`src/rtl/mac_pkg.sv`:
```
// Shared types and width helpers for the dot-product MAC pipeline.
// Widths are functions because they depend on the instantiating module's parameters.
package mac_pkg;

    // Control flags that travel alongside each beat through the pipeline.
    typedef struct packed {
        logic valid;
        logic first;
        logic last;
        logic mode;
    } side_t;

    function automatic int unsigned clog2(input int unsigned n);
        int unsigned r;
        r = 0;
        for (longint unsigned w = 1; w < longint'(n); w = w << 1) begin
            r++;
        end
        return r;
    endfunction

    function automatic int unsigned prod_width(input int unsigned dw);
        return 2 * dw;
    endfunction

    function automatic int unsigned tree_width(input int unsigned dw, input int unsigned lanes);
        return 2 * dw + clog2(lanes);
    endfunction

    function automatic int unsigned padded_lanes(input int unsigned lanes);
        return 32'd1 << clog2(lanes);
    endfunction

endpackage

```
`src/rtl/adder_tree_pipe.sv`:
```
// Registered binary adder tree: one register level per tree level, each level one bit wider.
// Operand extension per level follows the sign mode carried in the sideband.
module adder_tree_pipe
    import mac_pkg::*;
#(
    parameter int unsigned N  = 16,
    parameter int unsigned IW = 16,
    localparam int unsigned L  = clog2(N),
    localparam int unsigned OW = IW + L
) (
    input  logic            clk,
    input  logic            reset,
    input  logic [N*IW-1:0] data_in,
    input  side_t           side_in,
    output logic [OW-1:0]   sum_out,
    output side_t           side_out
);

    for (genvar l = 0; l <= L; l++) begin : g_lvl
        localparam int unsigned CNT = N >> l;
        localparam int unsigned W   = IW + l;

        logic [CNT*W-1:0] node;
        side_t            side;

        if (l == 0) begin : g_leaf
            assign node = data_in;
            assign side = side_in;
        end else begin : g_add
            localparam int unsigned PWD = W - 1;

            logic [2*CNT*PWD-1:0] prev;
            side_t                prev_side;
            logic [CNT*W-1:0]     node_d;
            logic [PWD-1:0]       lo;
            logic [PWD-1:0]       hi;

            assign prev      = g_lvl[l-1].node;
            assign prev_side = g_lvl[l-1].side;

            always_comb begin
                node_d = '0;
                lo     = '0;
                hi     = '0;
                for (int i = 0; i < int'(CNT); i++) begin
                    lo = prev[2*i*PWD +: PWD];
                    hi = prev[(2*i+1)*PWD +: PWD];
                    node_d[i*W +: W] = {prev_side.mode & lo[PWD-1], lo}
                                     + {prev_side.mode & hi[PWD-1], hi};
                end
            end

            always_ff @(posedge clk or negedge reset) begin
                if (!reset) begin
                    node <= '0;
                    side <= '0;
                end else begin
                    side <= prev_side;
                    // Data only moves with a valid slot; bubbles leave it parked.
                    if (prev_side.valid) begin
                        node <= node_d;
                    end
                end
            end
        end
    end

    assign sum_out  = g_lvl[L].node;
    assign side_out = g_lvl[L].side;

endmodule

```
`src/rtl/dot_mac_pipe.sv`:
```
// Pipelined dot-product MAC: product stage, registered adder tree, group accumulator
// with first/last framing, signed/unsigned beats, and optional saturation.
module dot_mac_pipe
    import mac_pkg::*;
#(
    parameter int unsigned LANES = 16,
    parameter int unsigned DW    = 8,
    parameter int unsigned ACCW  = 28,
    parameter int unsigned SAT   = 0
) (
    input  logic                clk,
    input  logic                reset,
    input  logic [LANES*DW-1:0] a_in,
    input  logic [LANES*DW-1:0] b_in,
    input  logic                in_valid,
    input  logic                in_first,
    input  logic                in_last,
    input  logic                signed_mode,
    output logic [ACCW-1:0]     acc_out,
    output logic                out_valid,
    output logic                ovf
);

    localparam int unsigned LP = padded_lanes(LANES);
    localparam int unsigned PW = prod_width(DW);
    localparam int unsigned TW = tree_width(DW, LANES);

    if (ACCW < TW) begin : g_accw_check
        $error("dot_mac_pipe: ACCW must be at least 2*DW + clog2(LANES)");
    end

    logic [LP*PW-1:0] prod_d;
    logic [LP*PW-1:0] prod_q;
    logic [PW-1:0]    a_ext;
    logic [PW-1:0]    b_ext;
    side_t            side_d;
    side_t            side_p;
    side_t            side_s;
    logic [TW-1:0]    tree_sum;

    assign side_d = {in_valid, in_valid & in_first, in_valid & in_last, signed_mode};

    // Extending both operands to PW bits makes the PW-bit product correct for either mode.
    always_comb begin
        prod_d = '0;
        a_ext  = '0;
        b_ext  = '0;
        for (int i = 0; i < int'(LANES); i++) begin
            a_ext = {{DW{signed_mode & a_in[i*DW + DW - 1]}}, a_in[i*DW +: DW]};
            b_ext = {{DW{signed_mode & b_in[i*DW + DW - 1]}}, b_in[i*DW +: DW]};
            prod_d[i*PW +: PW] = a_ext * b_ext;
        end
    end

    always_ff @(posedge clk or negedge reset) begin
        if (!reset) begin
            prod_q <= '0;
            side_p <= '0;
        end else begin
            side_p <= side_d;
            if (in_valid) begin
                prod_q <= prod_d;
            end
        end
    end

    adder_tree_pipe #(
        .N  (LP),
        .IW (PW)
    ) u_tree (
        .clk      (clk),
        .reset    (reset),
        .data_in  (prod_q),
        .side_in  (side_p),
        .sum_out  (tree_sum),
        .side_out (side_s)
    );

    logic [ACCW-1:0] sum_ext;
    logic [ACCW-1:0] base;
    logic [ACCW:0]   total;
    logic [ACCW-1:0] acc_d;
    logic [ACCW-1:0] acc_q;
    logic            ovf_now;
    logic            ovf_d;
    logic            ovf_q;
    logic            out_valid_q;

    always_comb begin
        sum_ext = side_s.mode ? ACCW'($signed(tree_sum)) : ACCW'(tree_sum);
        base    = side_s.first ? '0 : acc_q;
        if (side_s.mode) begin
            total = {base[ACCW-1], base} + {sum_ext[ACCW-1], sum_ext};
        end else begin
            total = {1'b0, base} + {1'b0, sum_ext};
        end
        ovf_now = side_s.mode ? (total[ACCW] ^ total[ACCW-1]) : total[ACCW];
        acc_d   = total[ACCW-1:0];
        if (SAT != 0 && ovf_now) begin
            if (!side_s.mode) begin
                acc_d = '1;
            end else if (total[ACCW]) begin
                acc_d = {1'b1, {(ACCW-1){1'b0}}};
            end else begin
                acc_d = {1'b0, {(ACCW-1){1'b1}}};
            end
        end
        // A first beat restarts the group's sticky overflow.
        ovf_d = (ovf_q & ~side_s.first) | ovf_now;
    end

    always_ff @(posedge clk or negedge reset) begin
        if (!reset) begin
            acc_q       <= '0;
            ovf_q       <= 1'b0;
            out_valid_q <= 1'b0;
        end else begin
            out_valid_q <= side_s.valid & side_s.last;
            if (side_s.valid) begin
                acc_q <= acc_d;
                ovf_q <= ovf_d;
            end
        end
    end

    assign acc_out   = acc_q;
    assign out_valid = out_valid_q;
    assign ovf       = ovf_q;

endmodule

```
`config.mk`:
```
export PLATFORM = sky130hd
export DESIGN_NAME = dot_mac_pipe
export DESIGN_NICKNAME = d
export VERILOG_FILES = /design/src/rtl/mac_pkg.sv /design/src/rtl/adder_tree_pipe.sv /design/src/rtl/dot_mac_pipe.sv
export SDC_FILE = /design/constraint.sdc
export NUM_CORES = 2
export LEC_CHECK = 0
export BUFFER_PORTS_ARGS = -buffer_cell sky130_fd_sc_hd__buf_2
export CELL_PAD_IN_SITES_DETAIL_PLACEMENT = 0
export CELL_PAD_IN_SITES_GLOBAL_PLACEMENT = 1
export CORE_MARGIN = 10
export CORE_UTILIZATION = 31
export DETAILED_ROUTE_END_ITERATION = 7
export MAX_ROUTING_LAYER = met4
export PLACE_DENSITY = 0.6
export REMOVE_ABC_BUFFERS = 1
export SLEW_MARGIN = 30
export SYNTH_ARGS = -nofsm -noshare
export SYNTH_HDL_FRONTEND = slang
export SYNTH_SLANG_ARGS = --single-unit
```
`constraint.sdc`:
```
create_clock -name clk -period 7.35 [get_ports clk]
set_clock_uncertainty 0.2 [all_clocks]
set_input_delay 1.8375 -clock clk [delete_from_list [all_inputs] [get_ports clk]]
set_output_delay 1.8375 -clock clk [all_outputs]
set_load 0.005 [all_outputs]
```
==> out/metrics.yaml <==
area_delta_synth_final_pct: 10.3
worst_slew_pin_slew_ns: 0.898
dpl_cell_area_um2: 81900
required_ns: 7.66
holdBufCountCts: 0
dp_hpwl_um: 163000
clkLatencyLatePin_ns: 0.67
period_share_pct: 91.9
clkTransAtPathRegs_ns: 0.05
design_area_um2: 84500
ios: 292
intPower_mw: 18.1
avgSynthCellArea_um2: 9.51
first_pass_iters: 5
worst_path_max_delay_cell: "fa_1"
startpoint_type: "input pin"
nets: 10400
yosysTopAreaCellShare_pct: 26.8
gp_congestion: 0.848
finalWirelength_um: 199000
final.min_clock_period_ns: 6.76
finalMaxSlewViolations: 0
ys.flop_type: "dfrtp_1"
crit_path_cell_trace: "buf_4 > buf_4 > buf_12 > nand2_1 > or2_2 > fa_1 > fa_1 > inv_1 > fa_1 > fa_1 > inv_1 > fa_1 > inv_1 > ha_1 > o21ai_0 > a21boi_0 > o21ai_0 > nand2b_1 > a21o_1 > a21oi_1 > xnor2_1 > mux2_2"
clockBufferDepth: 3
power_frac_comb_pct: 70.8
arrival_ns: 7.07
setup.worst_path.class: "input pin to flip-flop"
ctsHtreeMaxLevel: 3
core_area_um2: 246000
grt_antenna_before_repair: 32
slowest_delay_ns: 0.50
tns_ns: 0
setup_viol: 0
die_y_um: 517
grt_overflow: 0
yosysWarnings: 0
postRouteAntennaNets: 0
numPortBuffers: 291
end_kind: "flip-flop"
fp-row-count: 182
drc_errors: 0
vdd_drop_max_mv: 0.219
numClockSinks: 572
initial_utilization_pct: 31.1
cp_max_fo: 17
grt_pass1_wl_um: 327000
min_path_type: "flip-flop to flip-flop"
p_sw_mw: 15.8
hold_viol: 0
numCtsBuffers: 71
critPathBufInv: 6
syn_area_um2: 76600
grt_setup_unrepaired: "false"
die_w_um: 517
grt_pass1_vias: 58900
post_cts_buffers: 0
fin_cells: 11600
initialDrtViolationCount: 2498
holdWs_ns: 0.147
synth_seq_cells: 572
synth-edff-count: 0
yosysUniqueCellTypes: 76
root_buffer: "clkbuf_16"
routed_via_density: 4.72
cts_resized: 0
yosys.area.top_type: "fa_1"
switching_share_pct: 46.6
outcome: "finished clean"
fmax_ghz: 0.148
vias: 54600
grt_max_degree: 144
grt_util_all_layers_pct: 15.5
synth_cells: 8049
dpl.cell_count: 11400
critical_path.top_delay_family: "adder cells"
seq_power_share_pct: 18.1
yosys-top-cells-area: "fa_1, dfrtp_1, ha_1"
cts_tree: "yes"
power.leakage_nw: 41.6
synth_seq_area_share_pct: 18.7
maxCapViolations: 0
power.share.clock_pct: 11.1
ys_async_sr_fraction_pct: 100
dieArea_um2: 267000
nFillCells: 25300
pwr_density_cell_nw_per_um2: 402
max_slew_margin_pct: 39.6
cpMostUsedCell: "fa_1"
post_drt_wl_per_cell_um: 17.2
drive_gt1_share_pct: 10.8
registers in the layout (all words and copies together) (netlist names):
| signal | cells |
|---|---|
| acc_out | 28 |
| out_valid | 1 |
| u_tree.sum_out | 20 |
| u_tree.side_out | 4 |
| side_p | 4 |
| u_tree.g_lvl.side | 12 |
| u_tree.g_lvl.node | 246 |
| prod_q | 256 |
| ovf | 1 |
synth_stat cells (all sizes together), types with 46 or more instances:
cell	count
nor2	256
nand3	113
o21ai	223
mux2	334
and3	71
dfrtp	572
nor2b	80
o21a	50
a21o	120
xor2	96
a21oi	204
o211ai	53
nor3	119
xnor2	330
ha	807
nand2	833
a211oi	55
and2	588
inv	1354
fa	1024
o31ai	46
clkbuf	229
per-layer routing:
| layer | up-vias | global-route usage [%] | share of wire (%) |
|---|---|---|---|
| met3 | 155 | 1.84 | 3.4 |
| met2 | 681 | 24.5 | 46 |
| li1 | 26400 | - | - |
| met5 | - | - | 0 |
| met1 | 27400 | 21.6 | 49 |
| met4 | 0 | 2.68 | 1.6 |
cell usage in the layout, fill, tap and decap left out, drive strengths merged, types with 13 or more instances in the layout:
master / Yosys / routed
inv: 1354 / 1357
o21a: 50 / 50
xor2: 96 / 96
nor2: 256 / 256
ha: 807 / 807
fa: 1024 / 1024
diode: 0 / 30
nor2b: 80 / 80
nand2b: 29 / 29
nand4b: 27 / 27
nor4: 22 / 22
nor4b: 19 / 19
mux2: 334 / 334
a21oi: 204 / 204
and3: 71 / 71
a31oi: 44 / 44
a211oi: 55 / 55
o211ai: 53 / 53
o21bai: 35 / 35
dfrtp: 572 / 572
xnor2: 330 / 330
clkbuf: 229 / 100
and2: 588 / 588
nor3: 119 / 119
or3: 39 / 39
mux2i: 20 / 20
a21o: 120 / 120
or2: 44 / 44
clkinv: 2 / 13
o31ai: 46 / 46
nand3: 113 / 113
nor3b: 18 / 18
a21boi: 40 / 40
nand3b: 20 / 20
o21ai: 223 / 223
buf: 13 / 379
o2111ai: 20 / 20
nand2: 833 / 833
final cells by class:
cell class	count	area [µm²]	share of cell area (%)
antenna	30	75.1	0.0889
clock buffer	100	2090	2.48
clock inverter	27	370	0.438
inverter	1356	5100	6.03
multi-input combinational	5879	56300	66.6
sequential	572	14300	17.0
tap	3220	4030	4.77
timing repair buffer	379	2220	2.63
final timing paths:
kind	endpoint	cells after the start	slack (ns)	startpoint
max	prod_q[93]	22	0.59	signed_mode
min	u_tree.side_out[2]	0	0.15	u_tree.g_lvl[3].side[2]
max reg2reg	ovf	12	3.05	u_tree.side_out[2]
min reg2reg	u_tree.side_out[2]	0	0.15	u_tree.g_lvl[3].side[2]
max in group asynchronous	prod_q[24]	2	4.50	reset
min in group asynchronous	prod_q[245]	1	1.04	reset
cell families (layout without fill, tap and decap cells):
group	Yosys count	count (layout)	synth area share [%]
compound gates	963	963	8.31
xor+xnor	426	426	4.87
fa+ha+maj	1831	1831	40.0
buf+inv	1598	1862	7.83
flops	572	572	18.7
mux	354	354	5.17
other cells	0	30	0
simple gates	2305	2305	15.2
through the flow:
stage | setup WS, ns | util, % | power [mW]
floorplan | 0.613 | - | 23.8
global placement | 0.0461 | 33.3 | 30.2
detailed placement | -0.0245 | 33.3 | 30.4
CTS | 0.679 | 34.3 | 34.5
global route | 0.294 | 34.3 | 37.8
finish | 0.592 | 34.3 | 33.9
power by group through the flow:
stage | combinational [mW] | clock, mW | sequential [mW]
floorplan | 18.4 | 0 | 5.43
global placement | 23.9 | 0 | 6.22
CTS | 24.4 | 3.89 | 6.20
global route | 27.5 | 4.00 | 6.33
finish | 24.0 | 3.75 | 6.15
detailed placement | 24.2 | 0 | 6.23
(Power assumes the default switching activity.)
